<file path="src/rtl/imem_loader.sv">
// imem_loader: framed byte-stream program loader for the instruction memory.
//
// Frame: 16-bit little-endian word count (len), then 4*len payload bytes.
// Payload byte i is written to byte address i, one write per accepted byte,
// one cycle after acceptance. The core is held in reset while a load runs.
//
// Optional feature macro: IMEM_LOADER_CHECKSUM_EN
//   When defined, a trailing checksum byte follows the payload. It must equal
//   the XOR of the two header bytes and every payload byte, or the load ends
//   in ERR (payload bytes are still written before the check).
//
// Handshake: a byte on in_data is consumed on a rising clk edge exactly when
// in_valid && in_ready are both high at that edge. in_ready depends only on
// the current state, never on in_valid, so the producer may hold in_valid
// high indefinitely; dropping in_valid simply stalls the frame with no
// timeout. The memory port has no back-pressure: every mem_we pulse is a
// completed byte write.
//
// o_dbg_state exposes the FSM state encoding for checkers.

module imem_loader #(
    parameter int addr_ins_width = 32,
    parameter int memory_width   = 8,
    parameter int memory_height  = 2048
) (
    input  logic                      clk,
    input  logic                      rst,
    input  logic                      start,
    input  logic [7:0]                in_data,
    input  logic                      in_valid,
    output logic                      in_ready,
    output logic                      mem_we,
    output logic [addr_ins_width-1:0] mem_addr,
    output logic [memory_width-1:0]   mem_wdata,
    output logic                      core_hold,
    output logic                      done,
    output logic                      err,
    output logic [2:0]                o_dbg_state
);

    // Largest accepted word count; anything above would overrun the memory.
    localparam logic [31:0] LP_MAX_WORDS = 32'(memory_height / 4);

    typedef enum logic [2:0] {
        ST_IDLE   = 3'd0,
        ST_LEN_LO = 3'd1,
        ST_LEN_HI = 3'd2,
        ST_LOAD   = 3'd3,
`ifdef IMEM_LOADER_CHECKSUM_EN
        ST_CHK    = 3'd4,
`endif
        ST_DONE   = 3'd5,
        ST_ERR    = 3'd6
    } state_t;

    // Where the FSM goes once the payload (possibly empty) has been taken.
`ifdef IMEM_LOADER_CHECKSUM_EN
    localparam state_t LP_AFTER_PAYLOAD = ST_CHK;
`else
    localparam state_t LP_AFTER_PAYLOAD = ST_DONE;
`endif

    state_t        r_state;
    state_t        w_state_next;

    logic [17:0]   r_cnt;        // payload byte index (16-bit words * 4)
    logic [15:0]   r_len;        // word count from the header
    logic          r_mem_we;
    logic [addr_ins_width-1:0] r_mem_addr;
    logic [memory_width-1:0]   r_mem_wdata;
`ifdef IMEM_LOADER_CHECKSUM_EN
    logic [7:0]    r_xor;        // running XOR over header and payload
`endif

    logic          w_ready;
    logic          w_accept;
    logic          w_start_ok;
    logic [15:0]   w_len_full;
    logic          w_len_over;
    logic          w_len_zero;
    logic [17:0]   w_cnt_inc;
    logic          w_last;

    // Full header value as it becomes known on the LEN_HI byte.
    assign w_len_full = {in_data, r_len[7:0]};
    assign w_len_over = ({16'd0, w_len_full} > LP_MAX_WORDS);
    assign w_len_zero = (w_len_full == 16'd0);

    // Last payload byte is index 4*len-1, i.e. the incremented index hits 4*len.
    assign w_cnt_inc  = r_cnt + 18'd1;
    assign w_last     = (w_cnt_inc == {r_len, 2'b00});

    assign w_accept   = in_valid && w_ready;
    assign w_start_ok = start && ((r_state == ST_IDLE) ||
                                  (r_state == ST_DONE) ||
                                  (r_state == ST_ERR));

    // State register.
    always_ff @(posedge clk) begin
        if (rst) begin
            r_state <= ST_IDLE;
        end else begin
            r_state <= w_state_next;
        end
    end

    // Next-state and state-decoded outputs.
    always_comb begin
        w_state_next = r_state;
        w_ready      = 1'b0;
        core_hold    = 1'b0;
        done         = 1'b0;
        err          = 1'b0;
        case (r_state)
            ST_IDLE: begin
                if (start) begin
                    w_state_next = ST_LEN_LO;
                end
            end
            ST_LEN_LO: begin
                w_ready   = 1'b1;
                core_hold = 1'b1;
                if (in_valid) begin
                    w_state_next = ST_LEN_HI;
                end
            end
            ST_LEN_HI: begin
                w_ready   = 1'b1;
                core_hold = 1'b1;
                if (in_valid) begin
                    if (w_len_over) begin
                        w_state_next = ST_ERR;
                    end else if (w_len_zero) begin
                        w_state_next = LP_AFTER_PAYLOAD;
                    end else begin
                        w_state_next = ST_LOAD;
                    end
                end
            end
            ST_LOAD: begin
                w_ready   = 1'b1;
                core_hold = 1'b1;
                if (in_valid && w_last) begin
                    w_state_next = LP_AFTER_PAYLOAD;
                end
            end
`ifdef IMEM_LOADER_CHECKSUM_EN
            ST_CHK: begin
                w_ready   = 1'b1;
                core_hold = 1'b1;
                if (in_valid) begin
                    w_state_next = (in_data == r_xor) ? ST_DONE : ST_ERR;
                end
            end
`endif
            ST_DONE: begin
                done = 1'b1;
                if (start) begin
                    w_state_next = ST_LEN_LO;
                end
            end
            ST_ERR: begin
                err = 1'b1;
                if (start) begin
                    w_state_next = ST_LEN_LO;
                end
            end
            default: begin
                w_state_next = ST_IDLE;
            end
        endcase
    end

    // Header capture, byte counter and the registered memory write port.
    always_ff @(posedge clk) begin
        if (rst) begin
            r_cnt       <= 18'd0;
            r_len       <= 16'd0;
            r_mem_we    <= 1'b0;
            r_mem_addr  <= '0;
            r_mem_wdata <= '0;
        end else begin
            r_mem_we <= 1'b0;
            if (w_start_ok) begin
                r_cnt <= 18'd0;
                r_len <= 16'd0;
            end
            if (w_accept) begin
                case (r_state)
                    ST_LEN_LO: r_len[7:0]  <= in_data;
                    ST_LEN_HI: r_len[15:8] <= in_data;
                    ST_LOAD: begin
                        r_mem_we    <= 1'b1;
                        r_mem_addr  <= addr_ins_width'(r_cnt);
                        r_mem_wdata <= memory_width'(in_data);
                        r_cnt       <= w_cnt_inc;
                    end
                    default: begin
                    end
                endcase
            end
        end
    end

`ifdef IMEM_LOADER_CHECKSUM_EN
    // Running XOR over header and payload bytes; cleared on each new load.
    always_ff @(posedge clk) begin
        if (rst) begin
            r_xor <= 8'd0;
        end else if (w_start_ok) begin
            r_xor <= 8'd0;
        end else if (w_accept && ((r_state == ST_LEN_LO) ||
                                  (r_state == ST_LEN_HI) ||
                                  (r_state == ST_LOAD))) begin
            r_xor <= r_xor ^ in_data;
        end
    end
`endif

    assign in_ready    = w_ready;
    assign mem_we      = r_mem_we;
    assign mem_addr    = r_mem_addr;
    assign mem_wdata   = r_mem_wdata;
    assign o_dbg_state = r_state;

endmodule
</file>
<file path="config.mk">
export PLATFORM = sky130hd
export DESIGN_NAME = imem_loader
export DESIGN_NICKNAME = d
export VERILOG_FILES = /design/src/rtl/imem_loader.sv
export SDC_FILE = /design/constraint.sdc
export NUM_CORES = 1
export LEC_CHECK = 0
export BUFFER_PORTS_ARGS = -buffer_cell sky130_fd_sc_hd__buf_2
export CELL_PAD_IN_SITES_DETAIL_PLACEMENT = 2
export CELL_PAD_IN_SITES_GLOBAL_PLACEMENT = 2
export CORE_MARGIN = 2
export CORE_UTILIZATION = 29
export CTS_CLUSTER_DIAMETER = 120
export CTS_CLUSTER_SIZE = 14
export DETAILED_ROUTE_END_ITERATION = 7
export GPL_ROUTABILITY_DRIVEN = 0
export PLACE_DENSITY_LB_ADDON = 0.1
export SYNTH_ARGS = -nofsm -noshare
export SYNTH_HDL_FRONTEND = slang
export SYNTH_SLANG_ARGS = --single-unit
</file>
<file path="constraint.sdc">
create_clock -name clk -period 2.05 [get_ports clk]
set_clock_uncertainty 0.05 [all_clocks]
set_input_delay 0.3075 -clock clk [delete_from_list [all_inputs] [get_ports clk]]
set_output_delay 0.3075 -clock clk [all_outputs]
set_load 0.05 [all_outputs]
</file>
=== Word-level counts from Yosys, hierarchy flattened ===
Index checks and enable logic that the tools add are counted.

* Magnitude comparators: 1
* Eq/ne operators: 10
* Add/sub/neg operators: 1
* Reductions and logical operators: 12
* Multiplexer cells: 18
* Bitwise operators: 1

{| class="wikitable"
|+ Operator list
! kind !! number
|-
| 2-to-1 mux 18 bit || 3
|-
| 2-to-1 mux 16 bit || 2
|-
| adder 18 x 1 -> 18 bit (second input constant) || 1
|-
| == test 18 bit || 1
|-
| 2-to-1 mux 3 bit || 6
|-
| > comparator 16 x 10 -> 1 bit (second input constant) || 1
|-
| logical NOT 16 bit || 1
|-
| 2-to-1 mux 8 bit || 2
|-
| case mux 3 bit (4 select lines) || 1
|-
| == test 3 x 2 -> 1 bit (second input constant) || 2
|-
| == test 3 bit (second input constant) || 2
|-
| != test 2 bit (second input constant) || 3
|-
| OR reduction 3 bit || 2
|-
| 2-to-1 mux 1 bit || 4
|-
| AND reduction 4 bit || 1
|-
| == test 3 x 1 -> 1 bit (second input constant) || 1
|-
| logical AND 1 bit || 3
|-
| logical NOT 3 bit || 1
|-
| logical OR 1 bit || 2
|-
| != test 2 x 1 -> 1 bit (second input constant) || 1
|-
| AND reduction 2 bit || 1
|-
| OR reduction 2 bit || 1
|-
| NOT 1 bit || 1
|}

* Logic and storage cells: 49
* Output and inout port bits: 48
* Bits of input ports: 12
* Register bits: 64

=== Logic depth before layout (Yosys ltp) ===
Gate-level depths: netlist of run 1.

* Depth in word-level cells: 7
* Depth in mapped cells: 9
* Depth with buffers taken out: 8

=== Worst setup path before layout of run 1 ===
No wires, ideal clock.

* Kind: reg2out
* Start: register r_state[0], in the netlist o_dbg_state[0]
* End: output in_ready
* Data required time: 1.692 ns
* Stages on the path, launching flop included: 5
* Path slack: -0.337 ns
* Data arrival time: 2.030 ns
* Buffers on the path: 2
* Path through: dfxtp_1 -> buf_2 -> nor2_1 -> nor2_1 -> buf_4

* Word-level cells in the longest chain between the ends: 3
* Elaborated cells on any way between the ends: 5
* Those cells by class: 3 x eq/ne; 1 x mux; 1 x reduce/logical

{| class="wikitable"
|+ Ends and longest elaborated chain
! what !! line !! source
|-
| from (decl) || 63 || <nowiki>state_t r_state;</nowiki>
|-
| from (signal assigned) || 103 || <nowiki>r_state <= w_state_next;</nowiki>
|-
| == test 3 x 2 -> 1 bit or == test 3 x 1 -> 1 bit (tied branches) || -- ||
|-
| OR reduction 3 bit (no line) (*) || -- ||
|-
| 2-to-1 mux 1 bit (*) || -- ||
|-
| to (decl) || 31 || <nowiki>output logic in_ready,</nowiki>
|}

Mark *: on every way between the ends. The rest lies on a longest branch, timed or not.

=== Final worst setup path of run 1 ===
* Start: register r_cnt[0]
* End: register r_state[1], in the netlist o_dbg_state[1]

* Word-level cells in the longest chain between the ends: 5

{| class="wikitable"
|+ Ends and longest elaborated chain
! what !! line !! source
|-
| from (decl) || 66 || <nowiki>logic [17:0] r_cnt;</nowiki>
|-
| from (signal assigned) || 196 || <nowiki>r_cnt <= w_cnt_inc;</nowiki>
|-
| adder 18 x 1 -> 18 bit || 90 || <nowiki>assign w_cnt_inc = r_cnt + 18'd1;</nowiki>
|-
| == test 18 bit || 91 || <nowiki>assign w_last = (w_cnt_inc == {r_len, 2'b00});</nowiki>
|-
| logical AND 1 bit || 143 || <nowiki>if (in_valid && w_last) begin</nowiki>
|-
| != test 2 bit (no line) || -- ||
|-
| AND reduction 4 bit (no line) || -- ||
|}

Every way passes these cells.
A chain may end at the register's enable or synchronous reset.

==> impl_metrics.toml, run 1 <==
[yosys]
synth_top_area_share_pct = 38.2
synthTopCellsByCount = "nand2_1 (73), dfxtp_1 (64), nor2_1 (46)"
syn_inst = 428
synth_area_leader_cell = "dfxtp_1"
synth-seq-area-share_pct = 38.2
ys_warn_count = 0
async_flop_share_pct = 0
synth.area.top_cells = "dfxtp_1 (38%), nand2_1 (8.2%), a21oi_1 (6.3%), nor2_1 (5.1%), xnor2_1 (4.2%)"
synth.most_common_cell = "nand2_1"
synthFlopType = "dfxtp_1"
synth_edf_count = 0
ys_seq_elements = 64
syn_area_per_cell_sq_um = 7.83
syn_area_sq_um = 3350
synth.distinct_cells = 53

[die]
core_area_sq_um = 11400
start_util_pct = 29.5
num_rows = 39
die_height_um = 112
die-area_sq_um = 12400
ios = 60
die_w_um = 112

[setup_path]
max_stage_delay_ns = 0.35
cp-start-kind = "flip-flop"
end_kind = "flip-flop"
worst_path_max_delay_cell = "dfxtp_2"
crit_required_ns = 2.25
critPathArrivalTime_ns = 2.10
crit_chain = "buf_4 -> and4_4 -> nand4_4 -> o21ai_1 -> a21oi_1 -> o2111ai_2 -> o21ai_2 -> a211oi_1"
cp.buffers_inverters = 1
worstPathMaxFanout = 7
worstSetupPathType = "flip-flop to flip-flop"
path_delay_family = "compound AO/OA/AOI/OAI gates"

[power]
power.density_nw_per_um2 = 962
seq_power_share_pct = 34.8
clockPowerShare_pct = 34.7
pwr-share-comb_pct = 30.6
switching_share_pct = 35.8
switchingPower_mw = 1.45
p_int_mw = 2.60
p_leak_nw = 1.77
ir_worst_vdd_mv = 0.592

[clock_network]
cts_buffer_depth = 2
clockRootBuffer = "clkbuf_16"
path_clk_slew_ns = 0.05
cts.hold.buffers_added = 0
cts_buffers = 9
cts_tree = "yes"
insertion_delay_ns = 0.33
htreeDepth = 3
cts_sinks = 64

[placement]
hpwl_mm = 8.37
port_buffers = 45
place_inst = 623

[routing]
drtIter0Drc = 95
vias = 3170
avgRoutedWirePerCell_um = 17.3
wl_met2_mm = 5.34
met3_length_um = 352
drc = 0
dr.max_layer_used = "met4"
viasPerCell = 4.95
dr.pass1.iters = 4
ant_nets = 0
wirelength_mm = 11.1
drt-met1-wl_mm = 5.19

[global_routing]
grt_use_total_pct = 18.0
grt_antenna_before_repair = 0
grt_remaining_overflow = 0
grt_first_pass_wirelength_mm = 17.8
grt_pass1_vias = 3412
grt_max_degree = 25

[cells_and_area]
nNetsFinal = 507
fillers = 1331
drive_above_1_share_pct = 26.8
antennaDiodeCount = 0
fin_cells = 640
areaGrowthSynthToFinish_pct = 25.7

[worst_hold_path]
hold_path.class = "input pin to flip-flop"

[sta]
max_slew_margin_pct = 64.5
post-route-min-period_ns = 1.90
slew_violations = 0
fin_crit_sh_pct = 92.7
whs_ns = 0.204
worst_slew_pin_slew_ns = 0.530
setup_viol = 0
hold_viol_final = 0
fin_setup_tns_ns = 0
timing.fmax_ghz = 0.526

[outcome]
outcome = "finished, final reports clean"

[job]
max-cap-violations = 0
-- repair_timing --
| item | in CTS | in global routing |
|---|---|---|
| pin swaps | 0 | 9 |
| endpoints found under the setup margin | 1 | 2 |
| cloned | 0 | 1 |
| gates resized for setup | 2 | 21 |
| hold endpoints to repair | 0 | 0 |
| setup buffers | 0 | 1 |
-- through the flow --
stage / setup slack [ns] / instance area (sq um) / power (mW) / utilization [%]
final: 0.150 / 4210 / 4.05 / 37.1
after detailed placement: 0.0113 / 3860 / 2.67 / 33.9
after global routing: -0.00412 / 4210 / 4.29 / 37.1
after global placement: 0.0600 / 3860 / 2.64 / 33.9
after floorplan: 0.0198 / 3410 / 2.33 / -
after CTS: 0.0360 / 4140 / 4.10 / 36.4
-- power groups by stage --
stage / Clock [mW] / Sequential (mW) / Combinational [mW]
2_1_floorplan: 0 / 1.51 / 0.819
3_3_place_gp: 0 / 1.43 / 1.21
3_5_place_dp: 0 / 1.43 / 1.23
4_1_cts: 1.46 / 1.41 / 1.24
5_1_grt: 1.51 / 1.42 / 1.36
6_report: 1.41 / 1.41 / 1.24
-- cells by family after synthesis --
logic type               synth area share (%)
flip-flops                               38.2
other                                   0.112
AND/OR/NAND/NOR                          25.7
buffers and inverters                    8.62
multiplexers                            0.634
AO/OA/AOI/OAI                            18.7
adder cells (fa/ha/maj)                 0.746
XOR/XNOR                                 7.31
-- per-layer routing --
layer  vias up  GRT usage (%)
li1       1571              -
met1      1534           22.9
met4         0           6.01
met3        11           4.19
met5         -              0
met2        54           30.4
-- flip-flops by register name, indices dropped and copies added (netlist names) --
register and count:
mem_addr 18, mem_wdata 8, mem_we 1, o_dbg_state 3
r_cnt 18, r_len 16
-- path summary, 6_finish.rpt --
kind                                       end  cells after the start  slack [ns]          from
worst min-delay path              mem_wdata[5]                      3        0.20    in_data[5]
worst min register to register    mem_wdata[5]                      2        0.40  mem_wdata[5]
worst max register to register  o_dbg_state[1]                      8        0.15      r_cnt[0]
worst max-delay path            o_dbg_state[1]                      8        0.15      r_cnt[0]
-- area by class of cell --
cell class / count / area [sq um] / area share (%)
inverter: 3 / 11.3 / 0.267
multi-input combinational: 328 / 1900 / 45.2
timing repair buffer: 87 / 553 / 13.1
clock buffer: 15 / 268 / 6.35
tap: 143 / 179 / 4.25
sequential: 64 / 1300 / 30.8
-- cells in the final DEF, fill, tap and decap left out, drive strengths merged, types with 3 or more instances in the layout --
master | Yosys | final
buf | 34 | 87
nand2 | 73 | 73
dfxtp | 64 | 64
nor2 | 47 | 47
a21oi | 42 | 42
o21ai | 27 | 27
xnor2 | 16 | 16
a22oi | 16 | 16
clkbuf | 13 | 15
conb | 1 | 14
xor2 | 12 | 12
nand3 | 11 | 11
nand4 | 10 | 10
nor3 | 8 | 8
nand2b | 7 | 7
o31ai | 4 | 4
and3 | 4 | 4
and4 | 3 | 4
nor4 | 4 | 4
inv | 3 | 3
a21o | 3 | 3
-- worst register-to-register path: stages, from the launching register on --
cell and delay, ns:
dfxtp_2 0.35, buf_4 0.16, and4_4 0.30, nand4_4 0.13, o21ai_1 0.18, a21oi_1 0.12, o2111ai_2 0.22, o21ai_2 0.11
a211oi_1 0.20
Power figures use the tool's default switching activity.
==> run 2, diff against run 1 <==
PLACE_DENSITY = 0.77   (was not set)
PLACE_DENSITY_LB_ADDON = not set   (was 0.1)
==> run 2 against run 1 <==
- via count grew 3.5%
- critical path depth grew 1
- first-iteration DRC count grew 4.2%
- global-route usage grew 0.74 points
- non-clock buffer count shrank 4
- die area is the same
- final cell count shrank 0.47%
- setup slack lost 0.11 ns
- clock power grew 22%
- core utilization grew 0.80 points
==> impl_metrics.toml, run 2 (synthesis gave the netlist of run 1 again) <==
[setup_path]
rr_worst_depth = 9
ff2ff_setup_slack_ns = 0.04
end_kind = "flip-flop"
worstPathMaxFanout = 4
worstSetupPathType = "flip-flop to flip-flop"
r2r-start = "r_cnt[7]"
rr_endpoint = "o_dbg_state[2]"
crit_required_ns = 2.25
critPathArrivalTime_ns = 2.22
cp-start-kind = "flip-flop"

[clock_network]
cts_tree = "yes"
cts_sinks = 64
path_clk_slew_ns = 0.06
cts_buffers = 9
htreeDepth = 3
clockRootBuffer = "clkbuf_16"
cts_buffer_depth = 2
insertion_delay_ns = 0.33

[global_routing]
grt_first_pass_wirelength_mm = 18.6
met2_usage_pct = 32.6
grt_use_total_pct = 18.8
grt_remaining_overflow = 0
grt_pass1_vias = 3450
top_usage_layer = "met2"
grt_antenna_before_repair = 0
met1_usage_pct = 23.2
use_met3_pct = 3.59
grt_max_degree = 36

[cells_and_area]
final_util_pct = 37.9
fillers = 1305
drive_above_1_share_pct = 27.9
antennaDiodeCount = 0
layout_common_cells = "nand2_1 (73), dfxtp_1 (51), buf_2 (45)"
nNetsFinal = 503
fin_cells = 637
areaGrowthSynthToFinish_pct = 28.4
multi_input_area_sq_um = 1940
seq_area_sq_um = 1310
layout_commonest_cell = "nand2_1"

[die]
core_area_sq_um = 11400
num_rows = 39
start_util_pct = 29.5
ios = 60
die_w_um = 112
die_height_um = 112
die-area_sq_um = 12400

[power]
p_leak_nw = 1.79
power.density_nw_per_um2 = 1020
clockPowerShare_pct = 38.9
pwr-share-comb_pct = 28.2
switchingPower_mw = 1.53
switching_share_pct = 34.6
power_mw = 4.41
seq_power_share_pct = 32.9
ir_worst_vdd_mv = 0.501
p_int_mw = 2.88

[routing]
dr.pass1.iters = 4
drtIter0Drc = 99
viasPerCell = 5.15
drc = 0
vias = 3282
avgRoutedWirePerCell_um = 18.9
ant_nets = 0
wirelength_mm = 12.0

[sta]
post-route-min-period_ns = 2.01
timing.fmax_ghz = 0.497
fin_crit_sh_pct = 98.2
hold_viol_final = 0
rsz0062_at_grt = "true"
setup_viol = 0
max_slew_margin_pct = 60.9
slew_violations = 0
worst_slew_pin_slew_ns = 0.585

[placement]
hpwl_mm = 8.28
place_inst = 613
port_buffers = 45

[worst_hold_path]
hold_path.class = "input pin to flip-flop"
min_delay_path_depth = 3
hold_end = "mem_wdata[7]"
hold_start = "in_data[7]"

[outcome]
outcome = "finished, final reports clean"

[job]
max-cap-violations = 0
[run 2: cell count changes in the layout (fill, tap and decap cells not counted), moves of 3 or more]
cell     delta
buf_6       +3
dfxtp_4     +3
dfxtp_2     -4
buf_4       -7
[run 2: layout make-up]
type | instances | share of cell area [%]
clock buffers | 14 | 6.36
clock inverters | 2 | 1.39
inverters | 3 | 0.262
multi-input cells | 328 | 45.1
flip-flops and latches | 64 | 30.3
well taps | 143 | 4.16
repair buffers | 83 | 12.4
[run 2: worst max path at each step]
| stage | endpoint | from | cells after the start | slack, ns |
|---|---|---|---|---|
| final | o_dbg_state[2] | r_cnt[7] | 9 | 0.04 |
| after global routing | o_dbg_state[2] | r_cnt[7] | 9 | -0.11 |
| after CTS | o_dbg_state[1] | r_cnt[0] | 9 | 0.003 |
| after detailed placement | o_dbg_state[2] | o_dbg_state[0] | 7 | -0.08 |
| after global placement | o_dbg_state[2] | o_dbg_state[0] | 7 | -0.004 |
| after floorplan | o_dbg_state[2] | o_dbg_state[2] | 8 | 0.02 |
[run 2: power groups by stage]
stage	clock network [mW]	registers, mW	logic, mW
2_1_floorplan	0	1.51	0.819
3_3_place_gp	0	1.46	1.13
3_5_place_dp	0	1.47	1.17
4_1_cts	1.75	1.45	1.19
5_1_grt	1.82	1.46	1.35
6_report	1.72	1.45	1.24
[run 2: through the flow]
| stage | TNS, ns | cell area, sq um | hold WS [ns] | setup WS (ns) |
|---|---|---|---|---|
| 2_1_floorplan | 0 | 3410 | 0.394 | 0.0198 |
| 3_3_place_gp | -0.00393 | 3780 | 0.393 | -0.00393 |
| 3_5_place_dp | -0.137 | 3780 | 0.401 | -0.0793 |
| 4_1_cts | 0 | 4150 | 0.198 | 0.00261 |
| 5_1_grt | -0.182 | 4310 | 0.203 | -0.110 |
| 6_report | 0 | 4310 | 0.205 | 0.0372 |
[run 2: metal layers]
metal	vias up	part of all wire (%)
met5	-	0
met4	0	2.6
met3	23	3.4
met2	70	51
met1	1628	43
li1	1561	-
[run 2: timing repair]
| action | 4_1_cts | 5_1_grt |
|---|---|---|
| endpoints found under the setup margin | 2 | 2 |
| setup buffers | 2 | 5 |
| gates resized for setup | 5 | 31 |
| hold buffers | 0 | 0 |
| cloned | 0 | 1 |
| pin swaps | 2 | 11 |
[run 2: critical path, cell delays in order (launching register included)]
cell     delay (ns)
dfxtp_4        0.37
buf_6          0.11
nand4_4        0.17
buf_6          0.17
nor3_4         0.22
xnor2_1        0.12
nor3_2         0.19
nand4_1        0.14
o21ai_2        0.20
mux2i_1        0.20
